--- config.mk ---
export PLATFORM = sky130hd
export DESIGN_NAME = instruction_fetch_buffer
export DESIGN_NICKNAME = d
export VERILOG_FILES = /design/src/rtl/instruction_fetch_buffer.sv
export SDC_FILE = /design/constraint.sdc
export NUM_CORES = 1
export LEC_CHECK = 0
export CORE_ASPECT_RATIO = 0.8
export CORE_MARGIN = 1
export CORE_UTILIZATION = 25
export CTS_CLUSTER_SIZE = 14
export DETAILED_ROUTE_END_ITERATION = 6
export GPL_ROUTABILITY_DRIVEN = 0
export GPL_TIMING_DRIVEN = 0
export PLACE_DENSITY = 0.43
export SYNTH_ARGS = -nofsm -noshare
export SYNTH_HDL_FRONTEND = slang
export SYNTH_SLANG_ARGS = --single-unit
--- constraint.sdc ---
create_clock -name clk -period 3.81 [get_ports clk]
set_clock_uncertainty 0.15 [all_clocks]
set_input_delay 0.5715 -clock clk [delete_from_list [all_inputs] [get_ports clk]]
set_output_delay 0.5715 -clock clk [all_outputs]
set_load 0.05 [all_outputs]
--- src/rtl/instruction_fetch_buffer.sv ---
// Prefetch stage: owns the fetch PC, issues word requests to program memory and
// queues returned instructions with their PC+4 in a first-word-fall-through FIFO.
module instruction_fetch_buffer #(
  parameter int          DEPTH    = 4,
  parameter logic [31:0] RESET_PC = 32'h0040_0000
) (
  input  logic                     clk,
  input  logic                     reset,
  output logic                     mem_req_o,
  output logic [31:0]              mem_addr_o,
  input  logic                     mem_ack_i,
  input  logic [31:0]              mem_data_i,
  input  logic                     redirect_i,
  input  logic [31:0]              redirect_pc_i,
  input  logic                     stall_i,
  output logic [31:0]              instr_o,
  output logic [31:0]              pc_4_o,
  output logic                     valid_o,
  output logic [$clog2(DEPTH):0]   occupancy_o
);

  // state | meaning
  // IDLE  | no request outstanding, waiting for FIFO credit
  // REQ   | request outstanding, its data will be queued
  // DRAIN | request outstanding whose data is dropped after a redirect
  typedef enum logic [1:0] {IDLE, REQ, DRAIN} state_t;

  localparam int          AW      = $clog2(DEPTH);
  localparam logic [AW:0] DEPTH_C = (AW+1)'(DEPTH);

  state_t        state;
  logic [31:0]   fetch_pc;
  logic [31:0]   next_pc;
  logic [31:0]   addr_4;
  logic [31:0]   instr_mem [DEPTH];
  logic [31:0]   pc4_mem   [DEPTH];
  logic [AW-1:0] rd_ptr;
  logic [AW-1:0] wr_ptr;
  logic [AW:0]   count;
  logic [AW:0]   next_count;
  logic          discard;
  logic          xfer;
  logic          push;
  logic          pop;
  logic          credit;

  assign xfer    = mem_req_o & mem_ack_i;
  assign addr_4  = mem_addr_o + 32'd4;
  assign push    = xfer & ~discard & ~redirect_i;
  assign valid_o = (count != '0);
  assign pop     = valid_o & ~stall_i & ~redirect_i;

  always_comb begin
    next_count = count;
    if (redirect_i)
      next_count = '0;
    else if (push && !pop)
      next_count = count + 1'b1;
    else if (pop && !push)
      next_count = count - 1'b1;
  end

  // Credit looks at the post-edge occupancy so a zero-wait memory streams one word per cycle.
  assign credit = (next_count < DEPTH_C);

  always_comb begin
    next_pc = fetch_pc;
    if (redirect_i)
      next_pc = redirect_pc_i & 32'hFFFF_FFFC;
    else if (push)
      next_pc = addr_4;
  end

  always_ff @(posedge clk or posedge reset) begin
    if (reset) begin
      state      <= IDLE;
      mem_req_o  <= 1'b0;
      mem_addr_o <= 32'h0;
      discard    <= 1'b0;
      fetch_pc   <= RESET_PC;
    end else begin
      fetch_pc <= next_pc;
      case (state)
        IDLE: begin
          if (credit) begin
            state      <= REQ;
            mem_req_o  <= 1'b1;
            mem_addr_o <= next_pc;
          end
        end
        REQ: begin
          if (mem_ack_i) begin
            if (credit) begin
              mem_addr_o <= next_pc;
            end else begin
              state     <= IDLE;
              mem_req_o <= 1'b0;
            end
          end else if (redirect_i) begin
            state   <= DRAIN;
            discard <= 1'b1;
          end
        end
        DRAIN: begin
          if (mem_ack_i) begin
            discard <= 1'b0;
            if (credit) begin
              state      <= REQ;
              mem_addr_o <= next_pc;
            end else begin
              state     <= IDLE;
              mem_req_o <= 1'b0;
            end
          end
        end
        default: begin
          state     <= IDLE;
          mem_req_o <= 1'b0;
          discard   <= 1'b0;
        end
      endcase
    end
  end

  always_ff @(posedge clk or posedge reset) begin
    if (reset) begin
      rd_ptr <= '0;
      wr_ptr <= '0;
      count  <= '0;
    end else if (redirect_i) begin
      rd_ptr <= '0;
      wr_ptr <= '0;
      count  <= '0;
    end else begin
      if (push) wr_ptr <= wr_ptr + 1'b1;
      if (pop)  rd_ptr <= rd_ptr + 1'b1;
      count <= next_count;
    end
  end

  always_ff @(posedge clk) begin
    if (push) begin
      instr_mem[wr_ptr] <= mem_data_i;
      pc4_mem[wr_ptr]   <= addr_4;
    end
  end

  assign instr_o     = valid_o ? instr_mem[rd_ptr] : 32'h0;
  assign pc_4_o      = valid_o ? pc4_mem[rd_ptr]   : 32'h0;
  assign occupancy_o = count;

endmodule

=== After elaboration in Yosys (flattened, before gate mapping) ===
Memories as Yosys holds them, arrays and structs flattened.
Cells that the tools add are included.
Widths: inputs -> output; s select.

* Bits in writable memories: 256
* Register bits after elaboration: 75
* Memories: 2
* Logic and storage cells: 81
* Input bits: 69
* Output and inout bits: 101

{| class="wikitable"
|+ Memories
! name !! words !! bits a word !! rd ports !! clocked after Yosys merged registers in !! wr ports !! line !! source
|-
| instr_mem || 4 || 32 || 1 || 0 || 1 || 35 || <nowiki>logic [31:0] instr_mem [DEPTH];</nowiki>
|-
| pc4_mem || 4 || 32 || 1 || 0 || 1 || 36 || <nowiki>logic [31:0] pc4_mem [DEPTH];</nowiki>
|}

* $lt $le $gt $ge: 1
* Add/sub/neg operators: 5
* Eq/ne operators: 10
* Bitwise gates (word level): 9
* Muxes and demuxes: 32
* Reduce and logical (&&, ||, !) cells: 14

{| class="wikitable"
|+ Operators by type and width
! operator !! count
|-
| $mux 32 || 6
|-
| $pmux 32 s2 || 1
|-
| $add 32x3->32 const B || 1
|-
| $mux 2 || 9
|-
| $mux 3 || 4
|-
| $ne 2x2->1 const B || 5
|-
| $mux 1 || 9
|-
| $reduce_and 4->1 || 2
|-
| $ne 3x3->1 const B || 2
|-
| $pmux 2 s3 || 1
|-
| $reduce_bool 2->1 || 3
|-
| $and 1x1->1 || 5
|-
| $add 2x1->2 const B || 2
|-
| $not 1->1 || 4
|-
| $add 3x1->3 const B || 1
|-
| $lt 3x3->1 const B || 1
|-
| $pmux 1 s3 || 1
|-
| $reduce_and 3->1 || 1
|-
| $reduce_bool 3->1 || 1
|-
| $sub 3x1->3 const B || 1
|-
| $eq 2x1->1 const B || 1
|-
| $eq 2x2->1 const B || 1
|-
| $logic_and 1x1->1 || 2
|-
| $logic_not 1->1 || 2
|-
| other kinds (5) || 5
|}

=== Logic depth before layout (Yosys ltp) ===
* Depth in word-level cells: 12
* Depth in mapped cells: 10
* Mapped depth without buffers: 9

=== Least setup slack after synthesis ===
No wires, ideal clock.

* Path type: register -> register
* From: register mem_req_o
* To: memory instr_mem[0][0], enable pin
* Arrival time: 2.879 ns
* Setup time: 0.429 ns
* Data required time: 3.231 ns
* Setup slack: 0.351 ns
* Clock period less this slack: 3.459 ns
* Buffers on the path: 2
* Stages on the path, launching flop included: 5
* Cells stage by stage: dfrtp_1 -> and3b_1 -> buf_2 -> clkbuf_1 -> and3_1

* Longest elaborated chain between the ends: 5

{| class="wikitable"
|+ RTL lines
! what !! line !! source
|-
| start, declared || 9 || <nowiki>output logic mem_req_o,</nowiki>
|-
| start signal, assigned || 77 || <nowiki>mem_req_o <= 1'b0;</nowiki>
|-
| start signal, assigned || 87 || <nowiki>mem_req_o <= 1'b1;</nowiki>
|-
| start signal, assigned || 97 || <nowiki>mem_req_o <= 1'b0;</nowiki>
|-
| $and 1x1->1 || 47 || <nowiki>assign xfer = mem_req_o & mem_ack_i;</nowiki>
|-
| $and 1x1->1 (2 in series) || 49 || <nowiki>assign push = xfer & ~discard & ~redirect_i;</nowiki>
|-
| $mux 1 || 142 || <nowiki>if (push) begin</nowiki>
|-
| $mux 1 (implied by the code) || 143 || <nowiki>instr_mem[wr_ptr] <= mem_data_i;</nowiki>
|-
| end, declared || 35 ||
|}

No other way between the ends.

=== Worst setup path in the final report ===
* From: register count[0], in the netlist occupancy_o[0]
* To: output pc_4_o[13]

* Longest elaborated chain between the ends: 2

{| class="wikitable"
|+ RTL lines
! what !! line !! source
|-
| start, declared || 39 || <nowiki>logic [AW:0] count;</nowiki>
|-
| start signal, assigned || 137 || <nowiki>count <= next_count;</nowiki>
|-
| $reduce_bool 3->1 || 50 || <nowiki>assign valid_o = (count != '0);</nowiki>
|-
| $mux 32 || 149 || <nowiki>assign pc_4_o = valid_o ? pc4_mem[rd_ptr] : 32'h0;</nowiki>
|-
| end, declared || 17 || <nowiki>output logic [31:0] pc_4_o,</nowiki>
|}

No other way between the ends.

==> impl_metrics.toml <==
[run_status]
status = "finished, final reports clean"

[worst_setup_path]
crit_required_ps = 3090
startpoint_type = "register"
path_delay_family = "buffers and inverters"
worst-path-buf-inv = 5
slowest_delay_ps = 460
cp_max_fo = 10
worst_setup_path_end_kind = "output pin"
cp_slowest_cell = "dfrtp_1"
crit_type = "reg2out"
arrival_ps = 2900
crit_chain = "inv_1, ha_1, nor2b_1, inv_1, buf_2, clkbuf_4, and2_1, clkdlybuf4s15_2"
crit_top_cell = "inv_1"

[sta]
setup_slack_ps = 188
slew_violations = 0
finalCriticalPeriod_ps = 3620
fmax_ghz = 0.276
slew_headroom_pct = 36.9
setup_viol = 0
fin_crit_sh_pct = 95.1
worst_slew_pin_slew_ps = 946
hold_viol_final = 0
rsz0062_at_grt = "no"

[die]
die_area_um2 = 55700
start_util_pct = 25.4
ios = 170
core-area_um2 = 53900
chipHeight_um = 211
fp.dieW_um = 264
row_count = 76

[routing]
detail_route.vias_per_cell = 4.48
routedWlPerCell_um = 21.5
dr.pass1.iters = 4
wl_um = 37700
remaining_drc_errors = 0
num_vias = 7862
initialDrtViolationCount = 440
ant_nets = 0

[synth]
syn_nets = 896
synthArstFlopShare_pct = 22.7
synth_edf_count = 256
ys_ff_latch = 331
synth_area_um2 = 13700
synthCells = 815
syn_area_per_cell_um2 = 16.8
synth-main-ff-cell = "edfxtp_1"
synth_cell_types = 56
ys_warn_count = 0
ys_seq_area_share_pct = 69.9

[clock_network]
cts_hold_buf = 0
clock_path_buffers = 3
clk_latency_ps = 550
htreeDepth = 2
cts_buffers = 37
postCtsSetupBuffers = 0
clock-sinks = 331
cts_root_buffer = "clkbuf_16"
cts_tree = "yes"
clkTransAtPathRegs_ps = 60

[power_and_ir_drop]
power_mw = 14.7
p_leak_nw = 6.15
ir_drop_mv = 0.459
p_per_area_nw_per_um2 = 844

[layout]
stdcell_count = 1755
design_area_um2 = 17400
drive_gt1_share_pct = 22.2
num-fill-cells = 5334
fin_nets = 1106
areaGrowthSynthToFinish_pct = 27.4
finish.utilization_pct = 32.4

[flow_run]
max_cap_violations = 0

[grt]
grt_pass1_wl_um = 55400
gr-total-overflow = 0
grt_util_met3_pct = 2.84
busiest_layer = "met2"
grt_start_max_net_pins = 64
antenna_found_initial = 1
grt_use_total_pct = 13.6
grtUsageMet1_pct = 20.0
grt_pass1_vias = 8241
gr-usage-met2_pct = 20.2

[placement]
place_ws_ps = -297
dp_hpwl_um = 24600
dp.cells = 1688
placedInstanceArea_um2 = 16400
numPortBuffers = 166

[worst_hold_path]
worstHoldPathType = "in2async"
==> cell families (layout without fill, tap and decap cells) <==
logic type / Yosys count / count (layout) / synth area share (%)
xor+xnor: 31 / 31 / 1.98
compound gates: 78 / 78 / 3.72
simple gates: 205 / 205 / 8.29
buf+inv: 60 / 296 / 1.78
mux: 97 / 97 / 13.2
other cells: 0 / 2 / 0
fa+ha+maj: 13 / 13 / 1.17
flops: 331 / 331 / 69.9
==> cell usage in the layout (no fill, tap or decap), types with 6 or more instances in the layout <==
cell type	Yosys	routed
clkbuf_1	27	27
a221o_1	8	8
inv_1	16	15
buf_4	2	6
clkbuf_2	0	44
clkdlybuf4s15_2	0	15
mux2_1	7	7
dfrtp_1	74	74
ha_1	12	12
nand2_1	44	44
clkbuf_16	0	40
o21ai_0	23	23
mux4_2	64	64
buf_2	9	9
xnor2_1	19	19
edfxtp_1	256	256
dlygate4sd2_1	0	10
and3_1	18	14
and2_1	64	64
nand3_1	15	15
xor2_1	12	12
a21oi_1	20	20
clkinv_2	0	6
nor2_1	32	32
mux2_2	21	21
clkdlybuf4s50_1	0	102
==> cell type report <==
| class | count | area (µm²) | area share, % |
|---|---|---|---|
| multi-input cells | 424 | 3900 | 22.4 |
| repair buffers | 171 | 1620 | 9.28 |
| diodes | 2 | 5.00 | 0.0287 |
| inverters | 16 | 62.6 | 0.359 |
| plain buffers | 44 | 220 | 1.26 |
| clock inverters | 13 | 119 | 0.681 |
| clock buffers | 52 | 1080 | 6.17 |
| flip-flops and latches | 331 | 9570 | 54.8 |
| well taps | 702 | 878 | 5.03 |
==> metrics by stage <==
stage                     setup TNS (ps)  hold WS (ps)
after detailed placement           -4130           365
after floorplan                        0           345
after CTS                              0           122
after global placement           -570620           361
after global routing                   0           163
final                                  0           155
==> cell usage after synthesis (5+ instances only) <==
master / count / area share [%]
nand2_1: 44 / 1.2
xnor2_1: 19 / 1.2
dfrtp_1: 74 / 14
mux2i_1: 5 / 0.37
a221o_1: 8 / 0.58
mux2_2: 21 / 1.7
xor2_1: 12 / 0.77
buf_2: 9 / 0.33
inv_1: 16 / 0.44
a21oi_1: 20 / 0.73
ha_1: 12 / 1.1
edfxtp_1: 256 / 56
nor4_1: 5 / 0.23
mux2_1: 7 / 0.58
nand3_1: 15 / 0.55
and2_1: 64 / 2.9
and3_1: 18 / 0.82
buf_1: 6 / 0.16
clkbuf_1: 27 / 0.74
mux4_2: 64 / 11
o21ai_0: 23 / 0.84
nor2_1: 32 / 0.88
==> layer usage <==
layer | part of all wire [%] | vias to the layer above | routed length [µm]
li1 | - | 3556 | -
met1 | 49 | 4071 | 18600
met2 | 43 | 186 | 16300
met3 | 5.2 | 47 | 1960
met4 | 2.0 | 2 | 745
met5 | 0.034 | - | 13
==> final timing paths <==
kind	startpoint	end	slack [ps]	depth (start not counted)
setup reg to reg	occupancy_o[0]	mem_addr_o[12]	610	9
max in group asynchronous	reset	fetch_pc[22]	2730	3
setup / recovery	occupancy_o[0]	pc_4_o[13]	190	8
hold / removal	reset	fetch_pc[5]	160	2
hold reg to reg	fetch_pc[0]	fetch_pc[0]	370	2
min in group clk	fetch_pc[0]	fetch_pc[0]	370	2
==> state kept, by name, summed over array words and instances, names as in the netlist <==
register / count
discard: 1
fetch_pc: 32
instr_mem: 128
mem_addr_o: 32
mem_req_o: 1
occupancy_o: 3
pc4_mem: 128
rd_ptr: 2
state: 2
wr_ptr: 2
==> worst reg2reg max path: stages (launching register included) <==
cell,delay (ps)
dfrtp_1,460
inv_1,130
ha_1,220
nor2b_1,150
inv_1,130
nand4b_1,140
a211o_1,390
nand3_1,500
buf_2,410
mux2_2,380
==> where the power goes <==
group          leakage, nW  switching, mW  internal, mW
Sequential            3.24          0.401          4.55
Combinational         2.32           4.14          2.07
Clock                0.591           1.46          2.11
Total                 6.15           6.00          8.73
==> what timing repair did <==
item                       in CTS  in global routing
gates resized for setup       116                 73
cloned                          0                  0
setup endpoints to repair      64                 41
pin swaps                       0                  0
No activity file was read; power rests on OpenSTA's default activity.
